**config.mk**
```make
export PLATFORM = sky130hd
export DESIGN_NAME = aha_clock_select_ctrl
export DESIGN_NICKNAME = d
export VERILOG_FILES = /design/src/rtl/aha_clock_select_ctrl.sv
export SDC_FILE = /design/constraint.sdc
export NUM_CORES = 1
export LEC_CHECK = 0
export CAP_MARGIN = 20
export CORE_ASPECT_RATIO = 0.7
export CORE_MARGIN = 2
export CORE_UTILIZATION = 29
export CTS_BUF_LIST = sky130_fd_sc_hd__clkbuf_16
export CTS_CLUSTER_SIZE = 24
export DETAILED_ROUTE_END_ITERATION = 7
export HOLD_SLACK_MARGIN = 0.12
export SLEW_MARGIN = 0
export SYNTH_ARGS = -nofsm -noshare
export SYNTH_HDL_FRONTEND = slang
export SYNTH_SLANG_ARGS = --single-unit
```
**constraint.sdc**
```tcl
create_clock -name CLK -period 1.9 [get_ports CLK]
set_clock_uncertainty 0.1 [all_clocks]
set_input_delay 0.38 -clock CLK [delete_from_list [all_inputs] [get_ports CLK]]
set_output_delay 0.38 -clock CLK [all_outputs]
set_load 0.02 [all_outputs]
```
**src/rtl/aha_clock_select_ctrl.sv**
```systemverilog
`default_nettype none
// ============================================================================
//  Module   : aha_clock_select_ctrl
//  Purpose  : Sequences the shared clock-select bus of the glitch-free clock
//             switch slices. It accepts a request, holds SELECT stable, waits
//             for the old slice to release EN and then for the new slice to
//             assert it. It reports DONE on success and FAULT on an illegal
//             request or a timeout.
//  Revision : 1.0  initial release
// ============================================================================
module aha_clock_select_ctrl #(
    parameter int NUM_CLKS    = 6,
    parameter int DEFAULT_SEL = 0,
    parameter int TIMEOUT     = 1023
) (
    input  logic                CLK,
    input  logic                RESET,
    input  logic                REQ_VALID,
    input  logic [2:0]          REQ_SEL,
    output logic                REQ_READY,
    input  logic [NUM_CLKS-1:0] EN_IN,
    output logic [2:0]          SELECT,
    output logic [2:0]          CUR_SEL,
    output logic                BUSY,
    output logic                DONE,
    output logic                FAULT
);

    localparam int TW = $clog2(TIMEOUT + 1);

    localparam logic [TW-1:0] c_timeout     = TW'(TIMEOUT);
    localparam logic [2:0]    c_default_sel = 3'(DEFAULT_SEL);
    localparam logic [3:0]    c_num_clks    = 4'(NUM_CLKS);

    localparam logic [1:0] c_st_idle     = 2'd0;
    localparam logic [1:0] c_st_wait_off = 2'd1;
    localparam logic [1:0] c_st_wait_on  = 2'd2;

    // Registered state and its next-state values
    logic [NUM_CLKS-1:0] en_meta_q, en_meta_d;
    logic [NUM_CLKS-1:0] en_s_q, en_s_d;
    logic [1:0]          state_q, state_d;
    logic [2:0]          target_q, target_d;
    logic [2:0]          select_q, select_d;
    logic [2:0]          cur_sel_q, cur_sel_d;
    logic [TW-1:0]       timer_q, timer_d;
    logic                done_q, done_d;
    logic                fault_q, fault_d;

    // Decoded conditions
    logic [7:0]          w_en_wide;
    logic [NUM_CLKS-1:0] w_target_hot;
    logic                w_old_off;
    logic                w_new_on;
    logic                w_timed_out;
    logic                w_req_fire;
    logic                w_req_illegal;

    // State register: reset restarts the power-up confirmation of the default clock
    always_ff @(posedge CLK) begin
        if (RESET) begin
            en_meta_q <= '0;
            en_s_q    <= '0;
            state_q   <= c_st_wait_on;
            target_q  <= c_default_sel;
            select_q  <= c_default_sel;
            cur_sel_q <= c_default_sel;
            timer_q   <= '0;
            done_q    <= 1'b0;
            fault_q   <= 1'b0;
        end else begin
            en_meta_q <= en_meta_d;
            en_s_q    <= en_s_d;
            state_q   <= state_d;
            target_q  <= target_d;
            select_q  <= select_d;
            cur_sel_q <= cur_sel_d;
            timer_q   <= timer_d;
            done_q    <= done_d;
            fault_q   <= fault_d;
        end
    end

    // Decode synchronized enables into the wait-phase exit conditions
    always_comb begin
        w_en_wide                 = '0;
        w_en_wide[NUM_CLKS-1:0]   = en_s_q;
        for (int i = 0; i < NUM_CLKS; i++) begin
            w_target_hot[i] = (target_q == 3'(i));
        end
        w_old_off     = ~w_en_wide[cur_sel_q];
        w_new_on      = (en_s_q == w_target_hot);
        w_timed_out   = (timer_q == c_timeout);
        w_req_fire    = REQ_VALID && (state_q == c_st_idle);
        w_req_illegal = ({1'b0, REQ_SEL} >= c_num_clks);
    end

    // Next-state logic: synchronizer, sequencing and the wait-phase timer
    always_comb begin
        en_meta_d = EN_IN;
        en_s_d    = en_meta_q;
        state_d   = state_q;
        target_d  = target_q;
        select_d  = select_q;
        cur_sel_d = cur_sel_q;
        timer_d   = timer_q;
        done_d    = 1'b0;
        fault_d   = fault_q;
        case (state_q)
            c_st_idle: begin
                if (w_req_fire) begin
                    if (w_req_illegal) begin
                        fault_d = 1'b1;
                    end else if (REQ_SEL == cur_sel_q) begin
                        fault_d = 1'b0;
                        done_d  = 1'b1;
                    end else begin
                        fault_d  = 1'b0;
                        select_d = REQ_SEL;
                        target_d = REQ_SEL;
                        timer_d  = '0;
                        state_d  = c_st_wait_off;
                    end
                end
            end
            c_st_wait_off: begin
                // A satisfied exit condition beats a simultaneous timeout
                if (w_old_off) begin
                    timer_d = '0;
                    state_d = c_st_wait_on;
                end else if (w_timed_out) begin
                    fault_d = 1'b1;
                    state_d = c_st_idle;
                end else begin
                    timer_d = timer_q + TW'(1);
                end
            end
            c_st_wait_on: begin
                if (w_new_on) begin
                    cur_sel_d = target_q;
                    done_d    = 1'b1;
                    state_d   = c_st_idle;
                end else if (w_timed_out) begin
                    // SELECT stays at the target; software re-requests
                    fault_d = 1'b1;
                    state_d = c_st_idle;
                end else begin
                    timer_d = timer_q + TW'(1);
                end
            end
            default: begin
                state_d = c_st_idle;
            end
        endcase
    end

    // Outputs: all derived directly from registers
    always_comb begin
        REQ_READY = (state_q == c_st_idle);
        BUSY      = (state_q != c_st_idle);
        SELECT    = select_q;
        CUR_SEL   = cur_sel_q;
        DONE      = done_q;
        FAULT     = fault_q;
    end

endmodule
`default_nettype wire
```
==> results.yml <==
status:
  status: "complete, but fails checks"
  violations: "negative setup slack"
yosys:
  synth_enable_flop_cells: 0
  yosysMostFrequentCell: "dfxtp_1"
  synth.top_cells.by_area: "dfxtp_1 (40%), nor2b_1 (5.8%), ha_1 (3.9%)"
  async_flop_share_pct: 0
  synth_top_cell_by_area: "dfxtp_1"
  synth.cell_area_um2: 1620
  synth-seq-area-share_pct: 39.6
  ys_ff_latch: 32
  synth_cells: 175
  synth_nets: 192
  yosys.area.top_type_share_pct: 39.6
  ys_top_cells_by_count: "dfxtp_1 (32), nor2b_1 (15), nor2_1 (12)"
  synth_ff_type: "dfxtp_1"
  syn_avg_cell_area_um2: 9.24
  ys_warn_count: 0
  synth_cell_types: 54
floorplanning:
  die_h_um: 66.5
  ios: 22
  core_area_um2: 5310
  row_count: 22
  start_util_pct: 30.4
  fp.dieW_um: 93.2
  dieArea_um2: 6200
placed_design:
  gp_congestion: 0.816
  dpl.cell_count: 311
  place_area_um2: 2280
  port_buffers: 21
  pre_cts_ws_ps: -588
  dp_hpwl_mm: 3.12
critical_path:
  start_kind: "flop"
  cp_cell_sequence: "or3b_4 -> a2111oi_4 -> o22ai_2 -> o21ai_2 -> buf_4 -> mux2i_2 -> nor2_2"
  worstReg2RegEnd: "timer_q[1]"
  crit_family: "compound AO/OA/AOI/OAI gates"
  worstSetupPathType: "reg2reg"
  crit_buf_inv: 1
  worstRegToRegCells: 7
  r2r_start: "SELECT[1]"
  critPathSlowestCell: "or3b_4"
  crit_required_ps: 1970
  crit_arrival_ps: 2130
  slowest_delay_ps: 400
  crit_fanout: 5
  endpoint_kind: "flop"
  reg2reg_setup_slack_ps: -160
global_routing:
  grt_pass1_vias: 1451
  gr-total-overflow: 0
  grt_pass1_wl_mm: 7.13
  grt_max_degree: 13
  grt_usage_pct: 15.7
  grt_antenna_before_repair: 0
worst_hold_path:
  min_path_type: "reg2reg"
  hold_end: "en_s_q[5]"
  hp-start: "en_meta_q[5]"
  hold_depth: 1
timing:
  fin_ws_ps: -161
  worst-slew-pin-transition_ps: 437
  slew_headroom_pct: 70.9
  setup_viol: 15
  final_hold_viol_count: 0
  fin_crit_sh_pct: 108
  fin_crit_ps: 2060
  slew_viol_final: 0
  grt_setup_unrepaired: "true"
  max_freq_mhz: 485
power:
  ir_drop_uv: 571
  total_power_mw: 3.04
  power_density_nw_per_um2: 1140
  p_leak_nw: 1.09
routing:
  vias: 1590
  post_drt_wl_per_cell_um: 13.6
  routed_wl_mm: 4.44
  viasPerCell: 4.88
  drc: 0
  antenna_left: 0
  firstDrtPassIters: 4
  drtIter0Drc: 82
finish:
  final_cells: 326
  post-route-util_pct: 50.3
  syn_to_final_growth_pct: 65.2
  final_nets: 270
  num-fill-cells: 481
  ff_latch_area_um2: 657
  final_cell_area_um2: 2670
  diodes: 0
  final_layout_size_suffix_gt1_share_pct: 44.1
  multi_input_area_um2: 1150
cts:
  cts_tree: "done"
  max-clock-path-buffers: 2
  clk_latency_ps: 280
  clock_sinks: 32
  root_buffer: "clkbuf_16"
  htreeDepth: 2
  clk_pin_slew_ps: 50
  cts_hold_buf: 0
  cts_inserted_buffers: 5
run:
  drv_cap: 0
==> state kept, by name (all words and copies together) (netlist names) <==
signal and cells:
timer_q 10, en_meta_q 6, en_s_q 6, DONE 1, FAULT 1, SELECT 3, state_q 2, CUR_SEL 3
==> layout by cell type, fill, tap and decap left out, types with 3 or more instances in the layout <==
master / Yosys / layout
buf_4: 0 / 47
dfxtp_1: 32 / 25
nor2b_1: 15 / 15
clkdlybuf4s50_1: 0 / 13
nor2_1: 12 / 10
inv_1: 8 / 9
a21oi_2: 5 / 9
nand3_1: 8 / 6
o21ai_0: 7 / 6
clkbuf_16: 0 / 5
dlygate4sd2_1: 0 / 5
dfxtp_2: 0 / 4
or3_1: 5 / 4
nand2_1: 7 / 4
ha_1: 5 / 4
buf_6: 0 / 4
dfxtp_4: 0 / 3
nand3b_1: 3 / 3
xor2_2: 0 / 3
a211oi_2: 1 / 3
o21ai_2: 1 / 3
nor2_2: 1 / 3
a21oi_1: 8 / 3
mux2i_1: 4 / 3
==> area by class of cell <==
| cell class | count | area share (%) |
|---|---|---|
| tap | 72 | 3.37 |
| sequential | 32 | 24.6 |
| clock buffer | 5 | 4.69 |
| inverter | 8 | 1.12 |
| clock inverter | 3 | 0.422 |
| timing repair buffer | 72 | 22.7 |
| multi-input combinational | 134 | 43.1 |
==> how the worst max path moves through the flow <==
stage               start    endpoint  slack (ps)  cells past startpoint
3_3_place_gp   REQ_SEL[1]  timer_q[5]        -540                      7
5_1_grt         SELECT[1]  timer_q[1]        -250                      7
4_1_cts         SELECT[1]  timer_q[1]        -170                      7
6_report        SELECT[1]  timer_q[1]        -160                      7
3_5_place_dp   REQ_SEL[0]  timer_q[5]        -590                      7
2_1_floorplan   SELECT[1]  timer_q[0]         -90                      6
==> power by group <==
group	leakage (nW)	switching (mW)	internal, mW
Clock	0.0738	0.271	0.470
Combinational	0.751	0.781	0.738
Sequential	0.266	0.0411	0.737
Total	1.09	1.09	1.94
==> metal layers <==
metal	wire (um)	vias to the layer above	part of all wire (%)	track usage, %
met3	274	2	6.2	6.00
met1	2330	737	53	22.8
met4	38	0	0.86	6.07
li1	-	809	-	-
met2	1800	42	40	20.2
met5	0	-	0	0
==> metrics by stage <==
stage | hold WS (ps) | setup TNS, ps
finish | 330 | -1550
global route | 347 | -2880
CTS | 332 | -1460
detailed placement | 320 | -6460
global placement | 320 | -5840
floorplan | 314 | -267
==> timing repair <==
item / CTS / global route
buffers inserted: 5 / 1
resized for setup: 31 / 24
cloned: 1 / 0
hold endpoints to repair: 0 / 0
endpoints found under the setup margin: 19 / 19
pin swaps: 21 / 14
==> cells by family (layout without fill, tap and decap cells) <==
| logic type | after synthesis | count (layout) | synth area share (%) |
|---|---|---|---|
| and+or+nand+nor | 67 | 67 | 23.8 |
| AOI/OAI and AO/OA | 49 | 50 | 23.1 |
| DFF | 32 | 32 | 39.6 |
| buffers and inverters | 10 | 88 | 2.32 |
| muxes | 7 | 7 | 4.57 |
| adders and majority gates | 5 | 5 | 3.87 |
| xor gates and xnor gates | 5 | 5 | 2.71 |
Note: power is estimated with default switching activity, not from simulation.
==> RTL change, RTL diff (config.mk and constraints unchanged) <==
The parameter `TIMEOUT` goes from 1023 to 511.
--- a/src/rtl/aha_clock_select_ctrl.sv
+++ b/src/rtl/aha_clock_select_ctrl.sv
@@ -11,7 +11,7 @@
 module aha_clock_select_ctrl #(
     parameter int NUM_CLKS    = 6,
     parameter int DEFAULT_SEL = 0,
-    parameter int TIMEOUT     = 1023
+    parameter int TIMEOUT     = 511
 ) (
     input  logic                CLK,
     input  logic                RESET,
Check against the original RTL: same outputs for any inputs over 10 cycles, from zero or initial values and one cycle with RESET high; that may be too few to reach the edited logic, so the function may still have changed.
==> RTL change against the unedited design <==
- the run still ends with negative setup slack left
- sequential cell count fell by 1
- cell area down 12%
- total power down 17%
- via count is 10% lower
- synthesized area fell by 1.4%
- wire length is 11% lower
- non-clock buffer count shrank 18
- worst setup slack better by 0.038 ns
- die area fell by 1.3%
==> RTL change: results (changes against the unedited design) <==
status finished with violations; violations in the final reports negative setup slack; pin count of the biggest net entering global routing 17 (+4); number of levels in the clock H-tree 2 (unchanged); number of nets in the layout 244 (-9.6%); mux share of post-synthesis cell area 4.631% (+0.065 points); initial antenna violation count 0 (unchanged); count of port buffers added during placement 21 (unchanged); count of placed standard cells including taps 291 (-6.4%); Top Registers timer_q (9), en_meta_q (6), en_s_q (6); crit-path max FO 6 (+1); critical path's top delay family compound AO/OA/AOI/OAI gates; type of the tightest min-delay check register to register; HPWL after DPL 2929 um (-6.0%); arithmetic-cell share of the synthesized area counting full adders, half adders and majority gates 3.925% (+0.055 points); number of global-route vias before repair 1332 (-8.2%); Wirelength per Cell 13.23 um (-2.9%); Critical-path top delay cell sky130_fd_sc_hd__dfxtp_4; Clock Latency Late Sink 0.28 ns (about the same); Compound-Gate Fraction of Synth Area 17.35% (-5.7 points); post-synthesis async set-or-reset flop share 0% (unchanged); register area share after synthesis 38.93% (-0.70 points); fill count 505 (+5.0%); Clk pin slew, worst setup/hold paths 0.05 ns (about the same); Synth Area in XOR/XNOR 3.846% (+1.1 points); Yosys Warn Count 0 (unchanged); TritonRoute pass-1 iters 4 (unchanged); global-route wire length before repair 6430 um (-9.9%); cell area reported after detailed placement 2110 um^2 (-7.6%); unique cell type count in the Yosys netlist 50 (-7.4%); fraction of final layout cells with drive strength greater than 1 30.70% (-13 points); P_leak 0.0009817 uW (-10%); proportion of netlist area held by the largest area contributor 38.93% (-0.70 points); Final Worst Setup Slack -0.1228 ns (+0.03835 ns); detailed-route via count 1431 (-10%); number of instances in the synthesized netlist 174 (-0.57%); clock root buffer master sky130_fd_sc_hd__clkbuf_16; Inserted Clock Buffers 5 (unchanged); ANT cells 0 (unchanged); worst stage delay on the critical path 0.35 ns (-0.05 ns); switching power as a share of total power 33.31% (-2.7 points); worst max-slew margin expressed relative to the limit 74.11% (+3.2 points); worst ir drop on vdd 0.4005 mV (-30%); global-route usage over all layers 13.75% (-1.9 points); DR vias/cell 4.770 (-2.2%); Data arrival, critical path 2.13 ns (about the same); Final Wtd Congestion 0.8221 (+0.81%); endpoints failing setup 14 (-1); violation count after the first detailed-route iteration 121 (+48%); largest cells by area after synthesis sky130_fd_sc_hd__dfxtp_1, sky130_fd_sc_hd__nor2b_1, sky130_fd_sc_hd__ha_1; maximum buffer depth of the clock tree 2 (unchanged); cell types with the highest counts after synthesis sky130_fd_sc_hd__dfxtp_1, sky130_fd_sc_hd__nor2_1, sky130_fd_sc_hd__nor2b_1; syn nets 191 (-0.52%)
[RTL change: cell types whose count changed after synthesis, sizes merged, moves of 4 or more]
cell / delta
nand2: +6
a21oi: -5
o21ai: -5
or3: -5
xnor2: +5
buf: +4
[RTL change: final cells by class]
class                      instances  area, um^2  share of cell area, %
sequential                        31       629.4                  26.67
inverter                           5       18.77                 0.7953
clock buffer                       5       125.1                  5.302
multi-input combinational        130        1012                  42.90
tap                               72       90.09                  3.818
timing repair buffer              54       465.4                  19.72
clock inverter                     3       18.77                 0.7953
[RTL change: power by group through the flow]
stage | sequential [uW] | combinational [uW] | clock (uW)
2_1_floorplan | 794 | 520 | 0
3_3_place_gp | 771 | 904 | 0
3_5_place_dp | 771 | 910 | 0
4_1_cts | 759 | 956 | 785
5_1_grt | 768 | 1060 | 821
6_report | 759 | 970 | 779
[RTL change: what timing repair did]
action	in CTS	in global routing
resized for setup	13	16
setup endpoints to repair	16	17
buffers inserted	1	0
pin swaps	9	7
[RTL change: path summary, 6_finish.rpt]
check             cells after the start                     from  slack (ns)                 endpoint
setup / recovery                      7   SELECT[2]$_SDFFE_PP0P_       -0.12  timer_q[1]$_SDFFE_PP0P_
hold / removal                        1  en_meta_q[1]$_SDFF_PP0_        0.34     en_s_q[1]$_SDFF_PP0_
setup reg to reg                      7   SELECT[2]$_SDFFE_PP0P_       -0.12  timer_q[1]$_SDFFE_PP0P_
hold reg to reg                       1  en_meta_q[1]$_SDFF_PP0_        0.34     en_s_q[1]$_SDFF_PP0_
[RTL change: metal layers]
metal  share of wire, %  GRT usage (%)
met5                  0              0
met4               0.96          4.963
met1                 52          20.66
met2                 41          18.52
met3                5.6          3.535
[RTL change: per-stage QoR]
| step | total power (uW) | util [%] | worst slack, ns | TNS [ns] | hold WS, ns |
|---|---|---|---|---|---|
| finish | 2508 | 44.88 | -0.1228 | -0.8939 | 0.3351 |
| floorplan | 1314 | - | -0.07561 | -0.5140 | 0.3138 |
| global placement | 1675 | 40.12 | -0.4644 | -4.113 | 0.3224 |
| global route | 2651 | 44.88 | -0.2190 | -2.285 | 0.3592 |
| detailed placement | 1682 | 40.12 | -0.5126 | -4.573 | 0.3256 |
| CTS | 2499 | 43.72 | -0.1332 | -1.043 | 0.3384 |
[RTL change: worst register-to-register path: cells and delay by family, from the launching register on]
family | cells | cell delay [ns]
buffers and inverters | 1 | 0.17
flip-flops | 1 | 0.35
AND/OR/NAND/NOR | 2 | 0.45
AO/OA/AOI/OAI | 4 | 0.89
